`src/rtl/lstm_pkg.sv`:
```
// lstm_pkg: shared definitions for the LSTM datapath blocks.
//   - state_e       : gate MAC sequencer states (ACC accumulating, OUT holding)
//   - acc_width()   : accumulator width for N signed DATA_WIDTH x DATA_WIDTH products
//   - DATA_WIDTH_DEF, FRACT_WIDTH_DEF : default fixed-point format (Q7.8)
package lstm_pkg;

    localparam int DATA_WIDTH_DEF  = 16;
    localparam int FRACT_WIDTH_DEF = 8;

    typedef enum logic {
        ACC = 1'b0,
        OUT = 1'b1
    } state_e;

    // Full-precision sum of n products of two dw-bit signed values.
    function automatic int acc_width(input int dw, input int n);
        return 2 * dw + $clog2(n);
    endfunction

endpackage

```
`src/rtl/gate_mac_seq_if.sv`:
```
// gate_mac_seq_if: term-input and result-output handshakes of the gate MAC.
//   clr                       : synchronous abort from the controller
//   in_valid/in_ready         : term handshake carrying in_v, in_w, in_b
//   out_valid/out_ready       : result handshake carrying out_data
//   master modport : upstream/consumer side; slave modport : the MAC block.
interface gate_mac_seq_if #(
    parameter int DATA_WIDTH = lstm_pkg::DATA_WIDTH_DEF
);
    logic                  clr;
    logic                  in_valid;
    logic                  in_ready;
    logic [DATA_WIDTH-1:0] in_v;
    logic [DATA_WIDTH-1:0] in_w;
    logic [DATA_WIDTH-1:0] in_b;
    logic                  out_valid;
    logic                  out_ready;
    logic [DATA_WIDTH-1:0] out_data;

    modport master (
        output clr, in_valid, in_v, in_w, in_b, out_ready,
        input  in_ready, out_valid, out_data
    );

    modport slave (
        input  clr, in_valid, in_v, in_w, in_b, out_ready,
        output in_ready, out_valid, out_data
    );
endinterface

```
`src/rtl/fxp_narrow.sv`:
```
// fxp_narrow: combinational narrowing of a wide signed fixed-point value to OUT_W bits.
//   din  : IN_W-bit signed value (IN_W > OUT_W)
//   dout : OUT_W-bit result
// Macro SATURATE_EN: defined -> clamp to the signed OUT_W range;
//                    undefined -> keep the low OUT_W bits (wrap-around).
module fxp_narrow #(
    parameter int IN_W  = 33,
    parameter int OUT_W = 16
) (
    input  logic signed [IN_W-1:0]  din,
    output logic        [OUT_W-1:0] dout
);
`ifdef SATURATE_EN
    localparam logic signed [IN_W-1:0] MAX_V = {{(IN_W-OUT_W+1){1'b0}}, {(OUT_W-1){1'b1}}};
    localparam logic signed [IN_W-1:0] MIN_V = {{(IN_W-OUT_W+1){1'b1}}, {(OUT_W-1){1'b0}}};

    always_comb begin
        dout = din[OUT_W-1:0];
        if (din > MAX_V)
            dout = MAX_V[OUT_W-1:0];
        else if (din < MIN_V)
            dout = MIN_V[OUT_W-1:0];
    end
`else
    logic unused_hi;
    assign unused_hi = ^din[IN_W-1:OUT_W];
    assign dout      = din[OUT_W-1:0];
`endif
endmodule

```
`src/rtl/gate_mac_seq.sv`:
```
// gate_mac_seq: sequential gate pre-activation unit, out = sum_k W[k]*v[k] + b.
//   clk, rst : clock and asynchronous active-high reset
//   bus      : gate_mac_seq_if.slave (clr, term handshake in, result handshake out)
// One term per accepted cycle is accumulated at full precision; the last term
// triggers a single arithmetic rescale, bias add and narrowing into out_data.
// Macro SATURATE_EN (via fxp_narrow): clamp instead of wrap on narrowing.
module gate_mac_seq
    import lstm_pkg::*;
#(
    parameter int DATA_WIDTH  = DATA_WIDTH_DEF,
    parameter int FRACT_WIDTH = FRACT_WIDTH_DEF,
    parameter int N_TERMS     = 2
) (
    input logic          clk,
    input logic          rst,
    gate_mac_seq_if.slave bus
);
    localparam int ACC_W = acc_width(DATA_WIDTH, N_TERMS);
    localparam int CNT_W = (N_TERMS > 1) ? $clog2(N_TERMS) : 1;
    localparam logic [CNT_W-1:0] LAST = CNT_W'(N_TERMS - 1);

    state_e                  state_q, state_d;
    logic signed [ACC_W-1:0] acc_q, acc_d;
    logic [CNT_W-1:0]        cnt_q, cnt_d;
    logic                    out_valid_q, out_valid_d;
    logic [DATA_WIDTH-1:0]   out_data_q, out_data_d;

    logic signed [2*DATA_WIDTH-1:0] prod;
    logic signed [ACC_W-1:0]        prod_ext, b_ext, sum_full, rescaled;
    logic [DATA_WIDTH-1:0]          r_narrow;

    assign prod     = signed'(bus.in_v) * signed'(bus.in_w);
    assign prod_ext = ACC_W'(prod);
    assign b_ext    = ACC_W'(signed'(bus.in_b));
    assign sum_full = acc_q + prod_ext;
    // Arithmetic shift: rescale rounds toward minus infinity.
    assign rescaled = (sum_full >>> FRACT_WIDTH) + b_ext;

    fxp_narrow #(
        .IN_W  (ACC_W),
        .OUT_W (DATA_WIDTH)
    ) u_narrow (
        .din  (rescaled),
        .dout (r_narrow)
    );

    always_comb begin
        state_d     = state_q;
        acc_d       = acc_q;
        cnt_d       = cnt_q;
        out_valid_d = out_valid_q;
        out_data_d  = out_data_q;
        if (bus.clr) begin
            // Abort wins over a same-cycle term or result handshake.
            state_d     = ACC;
            acc_d       = '0;
            cnt_d       = '0;
            out_valid_d = 1'b0;
        end else begin
            case (state_q)
                ACC: begin
                    if (bus.in_valid) begin
                        if (cnt_q == LAST) begin
                            out_data_d  = r_narrow;
                            out_valid_d = 1'b1;
                            state_d     = OUT;
                        end else begin
                            acc_d = sum_full;
                            cnt_d = cnt_q + CNT_W'(1);
                        end
                    end
                end
                OUT: begin
                    if (bus.out_ready) begin
                        out_valid_d = 1'b0;
                        acc_d       = '0;
                        cnt_d       = '0;
                        state_d     = ACC;
                    end
                end
                default: state_d = ACC;
            endcase
        end
    end

    always_ff @(posedge clk or posedge rst) begin
        if (rst) begin
            state_q     <= ACC;
            acc_q       <= '0;
            cnt_q       <= '0;
            out_valid_q <= 1'b0;
            out_data_q  <= '0;
        end else begin
            state_q     <= state_d;
            acc_q       <= acc_d;
            cnt_q       <= cnt_d;
            out_valid_q <= out_valid_d;
            out_data_q  <= out_data_d;
        end
    end

    // in_ready depends on state only, never on out_ready.
    assign bus.in_ready  = (state_q == ACC);
    assign bus.out_valid = out_valid_q;
    assign bus.out_data  = out_data_q;

endmodule

```
`src/flat_wrapper.sv`:
```
// flat-port wrapper written by rule: the top's interface ports become plain ports
module gate_mac_seq_flat import lstm_pkg::*;
#(
    parameter int DATA_WIDTH  = DATA_WIDTH_DEF,
    parameter int FRACT_WIDTH = FRACT_WIDTH_DEF,
    parameter int N_TERMS     = 2
)
  (clk, rst, bus_clr, bus_in_valid, bus_in_v, bus_in_w, bus_in_b, bus_out_ready, bus_in_ready, bus_out_valid, bus_out_data);
  gate_mac_seq_if #(.DATA_WIDTH(DATA_WIDTH)) bus_i ();
  input logic clk;
  input logic rst;
  input wire logic [$bits(bus_i.clr)-1:0] bus_clr;
  input wire logic [$bits(bus_i.in_valid)-1:0] bus_in_valid;
  input wire logic [$bits(bus_i.in_v)-1:0] bus_in_v;
  input wire logic [$bits(bus_i.in_w)-1:0] bus_in_w;
  input wire logic [$bits(bus_i.in_b)-1:0] bus_in_b;
  input wire logic [$bits(bus_i.out_ready)-1:0] bus_out_ready;
  output wire logic [$bits(bus_i.in_ready)-1:0] bus_in_ready;
  output wire logic [$bits(bus_i.out_valid)-1:0] bus_out_valid;
  output wire logic [$bits(bus_i.out_data)-1:0] bus_out_data;
  assign bus_i.clr = bus_clr;
  assign bus_i.in_valid = bus_in_valid;
  assign bus_i.in_v = bus_in_v;
  assign bus_i.in_w = bus_in_w;
  assign bus_i.in_b = bus_in_b;
  assign bus_i.out_ready = bus_out_ready;
  assign bus_in_ready = bus_i.in_ready;
  assign bus_out_valid = bus_i.out_valid;
  assign bus_out_data = bus_i.out_data;
  gate_mac_seq #(.DATA_WIDTH(DATA_WIDTH), .FRACT_WIDTH(FRACT_WIDTH), .N_TERMS(N_TERMS)) u_core (.clk(clk), .rst(rst), .bus(bus_i));
endmodule
```
`config.mk`:
```
export PLATFORM = sky130hd
export DESIGN_NAME = gate_mac_seq_flat
export DESIGN_NICKNAME = d
export VERILOG_FILES = /design/src/rtl/lstm_pkg.sv /design/src/rtl/gate_mac_seq_if.sv /design/src/rtl/fxp_narrow.sv /design/src/rtl/gate_mac_seq.sv /design/src/flat_wrapper.sv
export SDC_FILE = /design/constraint.sdc
export NUM_CORES = 1
export LEC_CHECK = 0
export ABC_AREA = 1
export CORE_MARGIN = 2
export CORE_UTILIZATION = 57
export CTS_CLUSTER_SIZE = 14
export DETAILED_ROUTE_END_ITERATION = 10
export PLACE_DENSITY = 0.9
export SYNTH_ARGS = -nofsm -noshare
export SYNTH_HDL_FRONTEND = slang
export SYNTH_SLANG_ARGS = --single-unit
```
`constraint.sdc`:
```
create_clock -name clk -period 4.9 [get_ports clk]
set_input_delay 0.98 -clock clk [delete_from_list [all_inputs] [get_ports clk]]
set_output_delay 0.98 -clock clk [all_outputs]
set_load 0.05 [all_outputs]
```
==> metrics, run 1 <==
synthesized area per cell=7.487 um^2; Root Driver=clkbuf_16; top_reg_cell synth=dfrtp_1; clk buf depth=2; Num CTS Buffers=5; worst_ep grt=u_core.bus.out_data[15]$_DFFE_PP0P_/D; Max H-tree Level=2; EDFF count, synth=0; I/O Buffers=70; Synth async-reset ratio=100.0%; largest cells by area after synthesis=fa_1 36%, inv_1 17%, nand2_1 12%, ha_1 11%, dfrtp_1 9.3%; post-synth cell types=46; worst_ep kind=sequential cell input; clock sink total=43; syn_nets=1903; Overall Global Routing Usage=74.07%; synth warn=0; # IOs=71; die width=146.4 um; Placer Congestion=0.8979; Syn Inst Count=1543; top-area cell type share of the netlist area=36.39%; largest net degree at the start of global routing=44; status=aborted with a tool error; Yosys top cell by area=fa_1; Stopped at=global routing; post-synthesis sequential area ratio=9.314%; First Err=[ERROR GRT-0232] Routing congestion too high. Check the congestion heatmap in the GUI.; Die Y=146.4 um; Synth Register Bits=43; Mapped Area=11550 um^2; total gr overflow=58; post-DP HPWL=27.93 mm; Hold-fix buffers, CTS=0; Initial Util=57.65%; # rows=52
==> metrics by stage <==
stage / utilization, % / area [um^2] / setup TNS [ns] / cells / setup slack [ns]
2_1_floorplan: - / 12170 / -29.59 / 1543 / -1.843
3_3_place_gp: 71.42 / 14310 / -55.88 / 2011 / -2.558
3_5_place_dp: 71.42 / 14310 / -61.42 / 2011 / -2.757
4_1_cts: 79.05 / 15840 / -40.57 / 2099 / -2.046
==> layer usage <==
metal	GRT overflow	global-route usage (%)
met4	30	75.92
met5	0	16.82
met1	0	71.07
met3	0	62.19
met2	28	91.49
==> kinds of logic after synthesis <==
| family | Yosys count | synth area share, % |
|---|---|---|
| AOI/OAI and AO/OA | 91 | 5.156 |
| DFF | 43 | 9.314 |
| xor gates and xnor gates | 22 | 1.668 |
| and+or+nand+nor | 505 | 18.02 |
| buffers and inverters | 575 | 18.94 |
| adders and majority gates | 307 | 46.90 |
==> synthesized netlist by cell type (8+ instances only) <==
library cell,count
a21oi_1,25
a22o_1,11
clkbuf_1,43
dfrtp_1,43
fa_1,210
ha_1,97
inv_1,517
nand2_1,384
nand2_2,11
nand3_1,39
nor2_1,41
o21ai_0,23
xnor2_1,8
xor2_1,14
==> repair_timing <==
item	in CTS
resized for setup	305
buffers inserted	78
endpoints found under the setup margin	35
pin swaps	125
gates cloned	3
==> inputs of run 2 (changes only) <==
- CORE_UTILIZATION: 57 -> 40
- CTS_CLUSTER_SIZE: 14 -> unset
- PLACE_DENSITY: 0.9 -> unset
- PLACE_DENSITY_LB_ADDON: unset -> 0.15
- clock period: 4.9 -> 6.4 ns (I/O delays scaled with it)
==> metrics, run 2 <==
status=finished with violations; violated checks=negative setup slack; WP data required=6.57 ns; Max Transition Viols Final=0; Initial Util=40.47%; Synth async-reset ratio=100.0%; Core Region=28550 um^2; First-pass DRT Iterations=5; RSZ-0062 raised after global routing=true; Critical-path top delay cell=fa_1; # IOs=71; most common cell in the netlist=inv_1; commonest non-fill, non-tap cell in the layout=inv_1; Setup TNS Final=-6.560 ns; Clock transition at path regs=0.07 ns; CP delay by family, top=adder cells; Buf+Inv Stages, Crit Path=11; Max H-tree Level=2; # rows=62; Period minus WS final=7.172 ns; Placer Congestion=0.8208; Post-synth top cells=517 x inv_1, 384 x nand2_1, 210 x fa_1; Multi-input gate area=9575 um^2; slack of the critical path=-0.7718 ns; CTS tree=done; slowest stage delay, CP=0.55 ns; Synth Register Bits=43; Routed WL=31.95 mm; Top cell by count, worst path=inv_2; Util after Layout=57.56%; placed cell areas=14230 um^2; vias per cell=4.542; Initial DRC Count=510; max cap viols=0; I/O Buffers=70; Register Area=1076 um^2; Final nets=2180; post-synth cell types=46; Yosys top cell by area=fa_1; Post-DRT Antenna Nets=0; Area growth syn-to-layout=42.24%; DR DRC count=0; top layer reached by signal wires=met4; CP endpoint kind=flop; post-synthesis sequential area ratio=9.314%; setup violators final=12; top_reg_cell synth=dfrtp_1; top-area cell type share of the netlist area=36.39%; Non-Filler Instances=2205; Relative slew margins=34.35%; most frequent cells in the layout=453 x inv_1, 331 x nand2_1, 198 x fa_1; Clock Skew=0.009084 ns; Placed Cells=2108; Overall Global Routing Usage=21.86%; vias in the first global route=10476; largest net degree at the start of global routing=44; EDFF count, synth=0; total gr overflow=0; Max Clock Freq=139.4 MHz; Skew-Pair Late Insertion Delay=0.29 ns; Hold-fix buffers, CTS=0; clock sink total=43; clk buf depth=2; die area=30260 um^2; part of the cycle the worst path needs=112.1%; fin area=16430 um^2; synth warn=0; largest cells by area after synthesis=fa_1 36%, inv_1 17%, nand2_1 12%, ha_1 11%, dfrtp_1 9.3%; CP Data Arrival Time=7.35 ns; Hold Path Class=flop to flop; met3 routed WL=966 um; layout cell share with drive strength beyond 1=30.81%; Syn Inst Count=1543; Mapped Area=11550 um^2; via count=10015; routed length per instance=14.49 um; post-DP HPWL=24.12 mm; max FFs per register=24; die width=173.9 um; Biggest register=u_core.acc_q; syn_nets=1903; worst-margin pin slew=0.9834 ns; routed length on met2=15.31 mm; launching element type of the critical path=input port; # diodes=0; Num CTS Buffers=5; Die Y=173.9 um; # fillers=2534; initial antenna violation count=0; synthesized area per cell=7.487 um^2; critical path class=input port to flop; endpoints failing hold=0; Root Driver=clkbuf_16; Worst Path Max Fanout=4; Met1 Wirelength=14.84 mm; global-route wire length before repair=53.46 mm
[run 2: cell counts after synthesis]
Identical to the previous run, type by type.
[run 2: timing repair]
item                                    4_1_cts  5_1_grt
resized for setup                           312      116
pin swaps                                   156      111
setup buffers                                70       19
endpoints found under the setup margin       21       21
gates cloned                                  7        2
[run 2: layer usage]
| metal | track usage (%) | vias to the layer above |
|---|---|---|
| met4 | 5.672 | 0 |
| met2 | 36.94 | 208 |
| met5 | 0 | - |
| li1 | - | 4902 |
| met1 | 30.74 | 4863 |
| met3 | 1.356 | 42 |
[run 2: cell type report]
| class | instances | area share [%] |
|---|---|---|
| tap | 384 | 2.924 |
| sequential | 43 | 6.548 |
| clock inverter | 3 | 0.1523 |
| timing repair buffer | 322 | 19.35 |
| clock buffer | 5 | 0.7614 |
| inverter | 523 | 11.99 |
| multi-input combinational | 925 | 58.27 |
[run 2: stage by stage]
stage / hold slack (ns) / setup WS [ns]
3_3_place_gp: 0.4628 / -1.664
5_1_grt: 0.5106 / -1.037
3_5_place_dp: 0.4618 / -1.740
6_report: 0.4810 / -0.7718
2_1_floorplan: 0.4553 / -0.6440
4_1_cts: 0.4901 / -0.8318
[run 2: cell families (layout without fill, tap and decap cells)]
group / count (synthesis) / after routing / share of synthesized area (%)
compound gates: 91 / 91 / 5.156
xor+xnor: 22 / 22 / 1.668
fa+ha+maj: 307 / 307 / 46.90
buf+inv: 575 / 853 / 18.94
flops: 43 / 43 / 9.314
simple gates: 505 / 505 / 18.02
[run 2: path summary, 6_finish.rpt]
path | startpoint | to | slack [ns] | cells after the start
worst max-delay path | bus_in_v[8] | u_core.bus.out_data[15] | -0.77 | 34
worst min-delay path | u_core.bus.out_data[0] | u_core.bus.out_data[0] | 0.48 | 2
worst max register to register | u_core.acc_q[9] | u_core.bus.out_data[15] | 0.81 | 28
worst min register to register | u_core.bus.out_data[0] | u_core.bus.out_data[0] | 0.48 | 2
max in group asynchronous | rst | u_core.acc_q[18] | 4.24 | 2
min in group asynchronous | rst | u_core.bus.out_valid | 1.53 | 2
[run 2: worst min-delay path: stages (launching register included)]
cell	delay, ns
dfrtp_1	0.35
nand2_1	0.05
nand2_1	0.04
Power of run 2 is not shown: default switching activity piles up to over one toggle a cycle in this logic, so the estimate is an artifact.
